## src/rtl/imm_rot_encoder_if.sv

```systemverilog
// imm_rot_encoder_if: request/result bundle for the rotated-immediate encoder.
// The requester drives start/value; the encoder returns ready/done and the
// {rot, imm8} result with its ok/inv qualifiers.
interface imm_rot_encoder_if;
  logic        start;
  logic [31:0] value;
  logic        ready;
  logic        done;
  logic        ok;
  logic [11:0] imm12;
  logic        inv;

  modport master (output start, value, input ready, done, ok, imm12, inv);
  modport slave  (input start, value, output ready, done, ok, imm12, inv);
endinterface

```

## src/rtl/imm_rot_encoder.sv

```systemverilog
// imm_rot_encoder: iterative search for the canonical rotated-immediate
// encoding {rot[3:0], imm8[7:0]} of a 32-bit constant, where the constant
// equals ROR(imm8, 2*rot). One rotation is tried per clock, smallest first,
// so the first hit is the canonical one.
// Optional feature macro: IMM_ROT_ENCODER_INVERT_EN -- when defined, a failed
// direct search is followed by a search of ~value, reported with inv=1.
module imm_rot_encoder (
  input  logic              clk,
  input  logic              reset,
  imm_rot_encoder_if.slave  bus
);

  typedef enum logic [1:0] {
    IDLE   = 2'd0,
    SEARCH = 2'd1,
    DONE   = 2'd2
  } state_t;

  // Rotate left by twice the rotation count; {v, v} keeps wrapped bits.
  function automatic logic [31:0] rol2(input logic [31:0] v, input logic [3:0] r);
    logic [63:0] d;
    d = {v, v} << {r, 1'b0};
    return d[63:32];
  endfunction

  state_t      state_r, state_s;
  logic [31:0] val_r, val_s;
  logic [3:0]  rot_r, rot_s;
  logic        ok_r, ok_s;
  logic [11:0] imm12_r, imm12_s;
  logic        inv_r, inv_s;
  logic        ready_r, ready_s;
  logic        done_r, done_s;
  logic [31:0] rot_val_s;
`ifdef IMM_ROT_ENCODER_INVERT_EN
  logic        phase_r, phase_s;
`endif

  // State, operand and result registers with synchronous reset.
  always_ff @(posedge clk) begin
    if (reset) begin
      state_r <= IDLE;
      val_r   <= 32'h0000_0000;
      rot_r   <= 4'd0;
      ok_r    <= 1'b0;
      imm12_r <= 12'h000;
      inv_r   <= 1'b0;
      ready_r <= 1'b1;
      done_r  <= 1'b0;
`ifdef IMM_ROT_ENCODER_INVERT_EN
      phase_r <= 1'b0;
`endif
    end else begin
      state_r <= state_s;
      val_r   <= val_s;
      rot_r   <= rot_s;
      ok_r    <= ok_s;
      imm12_r <= imm12_s;
      inv_r   <= inv_s;
      ready_r <= ready_s;
      done_r  <= done_s;
`ifdef IMM_ROT_ENCODER_INVERT_EN
      phase_r <= phase_s;
`endif
    end
  end

  // Next-state logic: accept, test one rotation per cycle, publish result.
  always_comb begin
    state_s   = state_r;
    val_s     = val_r;
    rot_s     = rot_r;
    ok_s      = ok_r;
    imm12_s   = imm12_r;
    inv_s     = inv_r;
`ifdef IMM_ROT_ENCODER_INVERT_EN
    phase_s   = phase_r;
`endif
    rot_val_s = rol2(val_r, rot_r);

    case (state_r)
      IDLE: begin
        if (bus.start) begin
          val_s   = bus.value;
          rot_s   = 4'd0;
`ifdef IMM_ROT_ENCODER_INVERT_EN
          phase_s = 1'b0;
`endif
          state_s = SEARCH;
        end else begin
          state_s = IDLE;
        end
      end
      SEARCH: begin
        if (rot_val_s[31:8] == 24'h00_0000) begin
          imm12_s = {rot_r, rot_val_s[7:0]};
          ok_s    = 1'b1;
`ifdef IMM_ROT_ENCODER_INVERT_EN
          inv_s   = phase_r;
`else
          inv_s   = 1'b0;
`endif
          state_s = DONE;
        end else if (rot_r != 4'd15) begin
          rot_s = rot_r + 4'd1;
        end else begin
`ifdef IMM_ROT_ENCODER_INVERT_EN
          // Direct pass exhausted: retry with the complemented constant.
          if (phase_r == 1'b0) begin
            val_s   = ~val_r;
            rot_s   = 4'd0;
            phase_s = 1'b1;
          end else begin
            ok_s    = 1'b0;
            imm12_s = 12'h000;
            inv_s   = 1'b0;
            state_s = DONE;
          end
`else
          ok_s    = 1'b0;
          imm12_s = 12'h000;
          inv_s   = 1'b0;
          state_s = DONE;
`endif
        end
      end
      DONE: begin
        state_s = IDLE;
      end
      default: begin
        state_s = IDLE;
      end
    endcase

    // Handshake flags are registered from the upcoming state.
    ready_s = (state_s == IDLE);
    done_s  = (state_s == DONE);
  end

  assign bus.ready = ready_r;
  assign bus.done  = done_r;
  assign bus.ok    = ok_r;
  assign bus.imm12 = imm12_r;
  assign bus.inv   = inv_r;

endmodule
```

## src/flat_wrapper.sv

```systemverilog
// flat-port wrapper written by rule: the top's interface ports become plain ports
module imm_rot_encoder_flat 
  (clk, reset, bus_start, bus_value, bus_ready, bus_done, bus_ok, bus_imm12, bus_inv);
  imm_rot_encoder_if bus_i ();
  input  logic clk;
  input  logic reset;
  input wire logic [$bits(bus_i.start)-1:0] bus_start;
  input wire logic [$bits(bus_i.value)-1:0] bus_value;
  output wire logic [$bits(bus_i.ready)-1:0] bus_ready;
  output wire logic [$bits(bus_i.done)-1:0] bus_done;
  output wire logic [$bits(bus_i.ok)-1:0] bus_ok;
  output wire logic [$bits(bus_i.imm12)-1:0] bus_imm12;
  output wire logic [$bits(bus_i.inv)-1:0] bus_inv;
  assign bus_i.start = bus_start;
  assign bus_i.value = bus_value;
  assign bus_ready = bus_i.ready;
  assign bus_done = bus_i.done;
  assign bus_ok = bus_i.ok;
  assign bus_imm12 = bus_i.imm12;
  assign bus_inv = bus_i.inv;
  imm_rot_encoder u_core (.clk(clk), .reset(reset), .bus(bus_i));
endmodule
```

## config.mk

```make
export PLATFORM = sky130hd
export DESIGN_NAME = imm_rot_encoder_flat
export DESIGN_NICKNAME = d
export VERILOG_FILES = /design/src/rtl/imm_rot_encoder_if.sv /design/src/rtl/imm_rot_encoder.sv /design/src/flat_wrapper.sv
export SDC_FILE = /design/constraint.sdc
export NUM_CORES = 1
export LEC_CHECK = 0
export ABC_AREA = 0
export ABC_CLOCK_PERIOD_IN_PS = 4530
export CAP_MARGIN = 40
export CORE_UTILIZATION = 60
export CTS_CLUSTER_DIAMETER = 50
export CTS_CLUSTER_SIZE = 10
export DETAILED_ROUTE_END_ITERATION = 8
export PLACE_DENSITY = 0.86
export SYNTH_ARGS = -nofsm -noshare
export SYNTH_HDL_FRONTEND = slang
export SYNTH_SLANG_ARGS = --single-unit
```

## constraint.sdc

```tcl
create_clock -name clk -period 4.53 [get_ports clk]
set_clock_uncertainty 0.1 [all_clocks]
set_input_delay 1.359 -clock clk [delete_from_list [all_inputs] [get_ports clk]]
set_output_delay 1.359 -clock clk [all_outputs]
set_load 0.02 [all_outputs]
```

==> reports/metrics.yaml <==
clock_tree:
  numCtsBuffers: 5
  cts_resized: 0
  path_clk_slew_ns: 0.11
  h-tree-depth: 2
  clockBufferDepth: 2
  ctsHoldBuffers: 0
  clk_root_buffer_cell: "clkbuf_8"
  post_cts.repair.setup_buffers: 0
  cts_tree: "built"
  cts_sinks: 53
  clk_latency_ns: 0.33
synthesis:
  avgSynthCellArea_um2: 8.87
  netlist_area_um2: 3740
  synth-main-ff-cell: "dfxtp_1"
  ys_types: 65
  synth.most_common_cell: "nand2_1"
  ys_async_sr_fraction: 0
  yosysTopAreaCellShare: 0.284
  synth_common_cells: "nand2_1, dfxtp_1, a21oi_1, nor2_1, mux4_2"
  ys_seq_elements: 53
  syn-num-nets: 458
  synth-edff-count: 0
  synth_cells: 422
  yosysWarnings: 0
  yosysTopAreaCell: "dfxtp_1"
  synth.area.top_cells: "dfxtp_1, mux4_2, nand2_1"
  synth-seq-area-share: 0.284
die:
  fp.dieArea_um2: 6560
  fp.dieW_um: 81.0
  ios: 51
  num_rows: 28
  core_area_um2: 5960
  die_y_um: 81.0
  start_util: 0.628
placement:
  place_area_um2: 4140
  post-dp-hpwl_mm: 7.33
  globalplace.congestion: 1.00
  io_buffer_count: 49
layout:
  antenna_cells: 0
  final_cell_area_um2: 4240
  fin_nets: 488
  final_util: 0.713
  drive_gt1_frac: 0.152
  syn2layout_area_growth_pct: 13.4
sta:
  hold_viol_final: 0
  finalSetupViolCount: 0
  period_minus_slack_ns: 3.33
  max_slew_margin: 0.472
  max_freq_mhz: 300
  worst_slew_pin_slew_ns: 0.791
  fin_crit_sh: 0.735
  setup_tns_ns: 0
  grt_setup_unrepaired: "false"
  report.final.slew_viol_count: 0
  whs_ns: 0.382
critical_path:
  required_ns: 4.64
  crit_buf_inv: 3
  start_kind: "flop"
  end_kind: "flop"
  r2r_end: "u_core.bus.imm12[11]"
  cp-endpoint: "u_core.bus.imm12[11]"
  cpLargestDelayFamily: "compound AO/OA/AOI/OAI gates"
  reg2reg_depth: 10
  timing.rr.start: "u_core.rot_r[1]"
  crit_slowest_cell: "dfxtp_2"
  crit_type: "reg -> reg"
  crit_path_start: "u_core.rot_r[1]"
  crit_cells: 10
  crit_chain: "buf_16, buf_4, inv_2, mux4_2, nor4b_1, o221a_2, o211ai_2, o21ai_1, a21oi_1, a22o_1"
  r2r_slack_ns: 1.20
  arrival_ns: 3.44
  critPathMaxFanout: 23
  max_stage_delay_ns: 0.68
detailed_routing:
  via_per_inst: 6.50
  drtPass1Iterations: 5
  postRouteAntennaNets: 0
  avgRoutedWirePerCell_um: 19.1
  drc: 0
  totalWireLength_mm: 10.1
  initialDrtViolationCount: 335
  vias: 3432
global_routing:
  gr-total-overflow: 0
  grt_pass1_vias: 3163
  grtUsageTotal: 0.332
  grt_max_degree: 36
  antenna_found_initial: 0
  grt_pass1_wl_mm: 16.4
outcome:
  outcome: "completed"
worst_hold_path:
  hold_class: "reg -> reg"
pwr:
  power.leakage_uw: 0.00147
  p_per_area_nw_per_um2: 274
  ir_drop_uv: 179
run:
  drv_cap: 0
-- layout make-up --
class / count / area [um^2]
clock inverter: 1 / 8.76
clock buffer: 7 / 96.3
sequential: 53 / 1060
fill: 482 / 1710
inverter: 6 / 36.3
timing repair buffer: 58 / 593
multi-input combinational: 328 / 2350
tap: 75 / 93.8
-- cell usage in the layout (no fill, tap or decap), drive strengths merged, types with 10 or more instances in the layout --
master	instances
nand2	98
dfxtp	53
clkdlybuf4s50	48
a21oi	47
nor2	29
mux4	27
nand3	20
mux2i	19
nor3	14
o21ai	12
buf	10
-- state kept, by name, indices dropped and copies added (netlist names) --
name	cells
u_core.bus.ready	1
u_core.rot_r	4
u_core.state_r	2
u_core.bus.ok	1
u_core.val_r	32
u_core.bus.done	1
u_core.bus.imm12	12
-- metrics by stage --
step	total power, uW	cells	setup slack, ns
6_report	1160	528	1.20
5_1_grt	1210	528	0.962
4_1_cts	1160	528	1.25
3_5_place_dp	854	520	1.28
3_3_place_gp	844	518	1.03
2_1_floorplan	769	422	2.00
-- power by group --
part           internal (uW)  switching [uW]
combinational            153             160
clock                    142             170
sequential               489            47.9
-- layer usage --
metal  up-vias  GRT usage  part of all wire
li1       1595          -                 -
met1      1637      0.439              0.42
met2       174      0.538              0.47
met3        26     0.0618             0.070
met4         0      0.129             0.032
met5         -          0                 0
-- cell families (layout without fill, tap and decap cells) --
group,count (synthesis),count (layout),share of synthesized area
AOI/OAI and AO/OA,90,90,0.159
xor gates and xnor gates,1,1,0.00234
buffers and inverters,41,72,0.0876
muxes,53,53,0.244
adders and majority gates,1,1,0.00334
other,1,1,0.00100
and+or+nand+nor,182,182,0.219
DFF,53,53,0.284
-- how the worst min path moves through the flow --
stage / start / end / slack (ns) / cells past startpoint
3_5_place_dp: u_core.bus.imm12[4] / u_core.bus.imm12[4] / 0.37 / 2
5_1_grt: u_core.bus.imm12[1] / u_core.bus.imm12[1] / 0.41 / 2
4_1_cts: u_core.bus.imm12[4] / u_core.bus.imm12[4] / 0.38 / 2
2_1_floorplan: u_core.val_r[12] / u_core.val_r[12] / 0.37 / 2
6_report: u_core.bus.imm12[4] / u_core.bus.imm12[4] / 0.38 / 2
3_3_place_gp: u_core.bus.imm12[9] / u_core.bus.imm12[9] / 0.36 / 1
-- worst reg2reg max path: cells and delay by family (launching register included) --
kind	cells	cell delay (ns)
muxes	1	0.34
and+or+nand+nor	1	0.44
buffers and inverters	3	0.57
AOI/OAI and AO/OA	5	1.08
DFF	1	0.68
No activity file was read; power rests on OpenSTA's default activity.
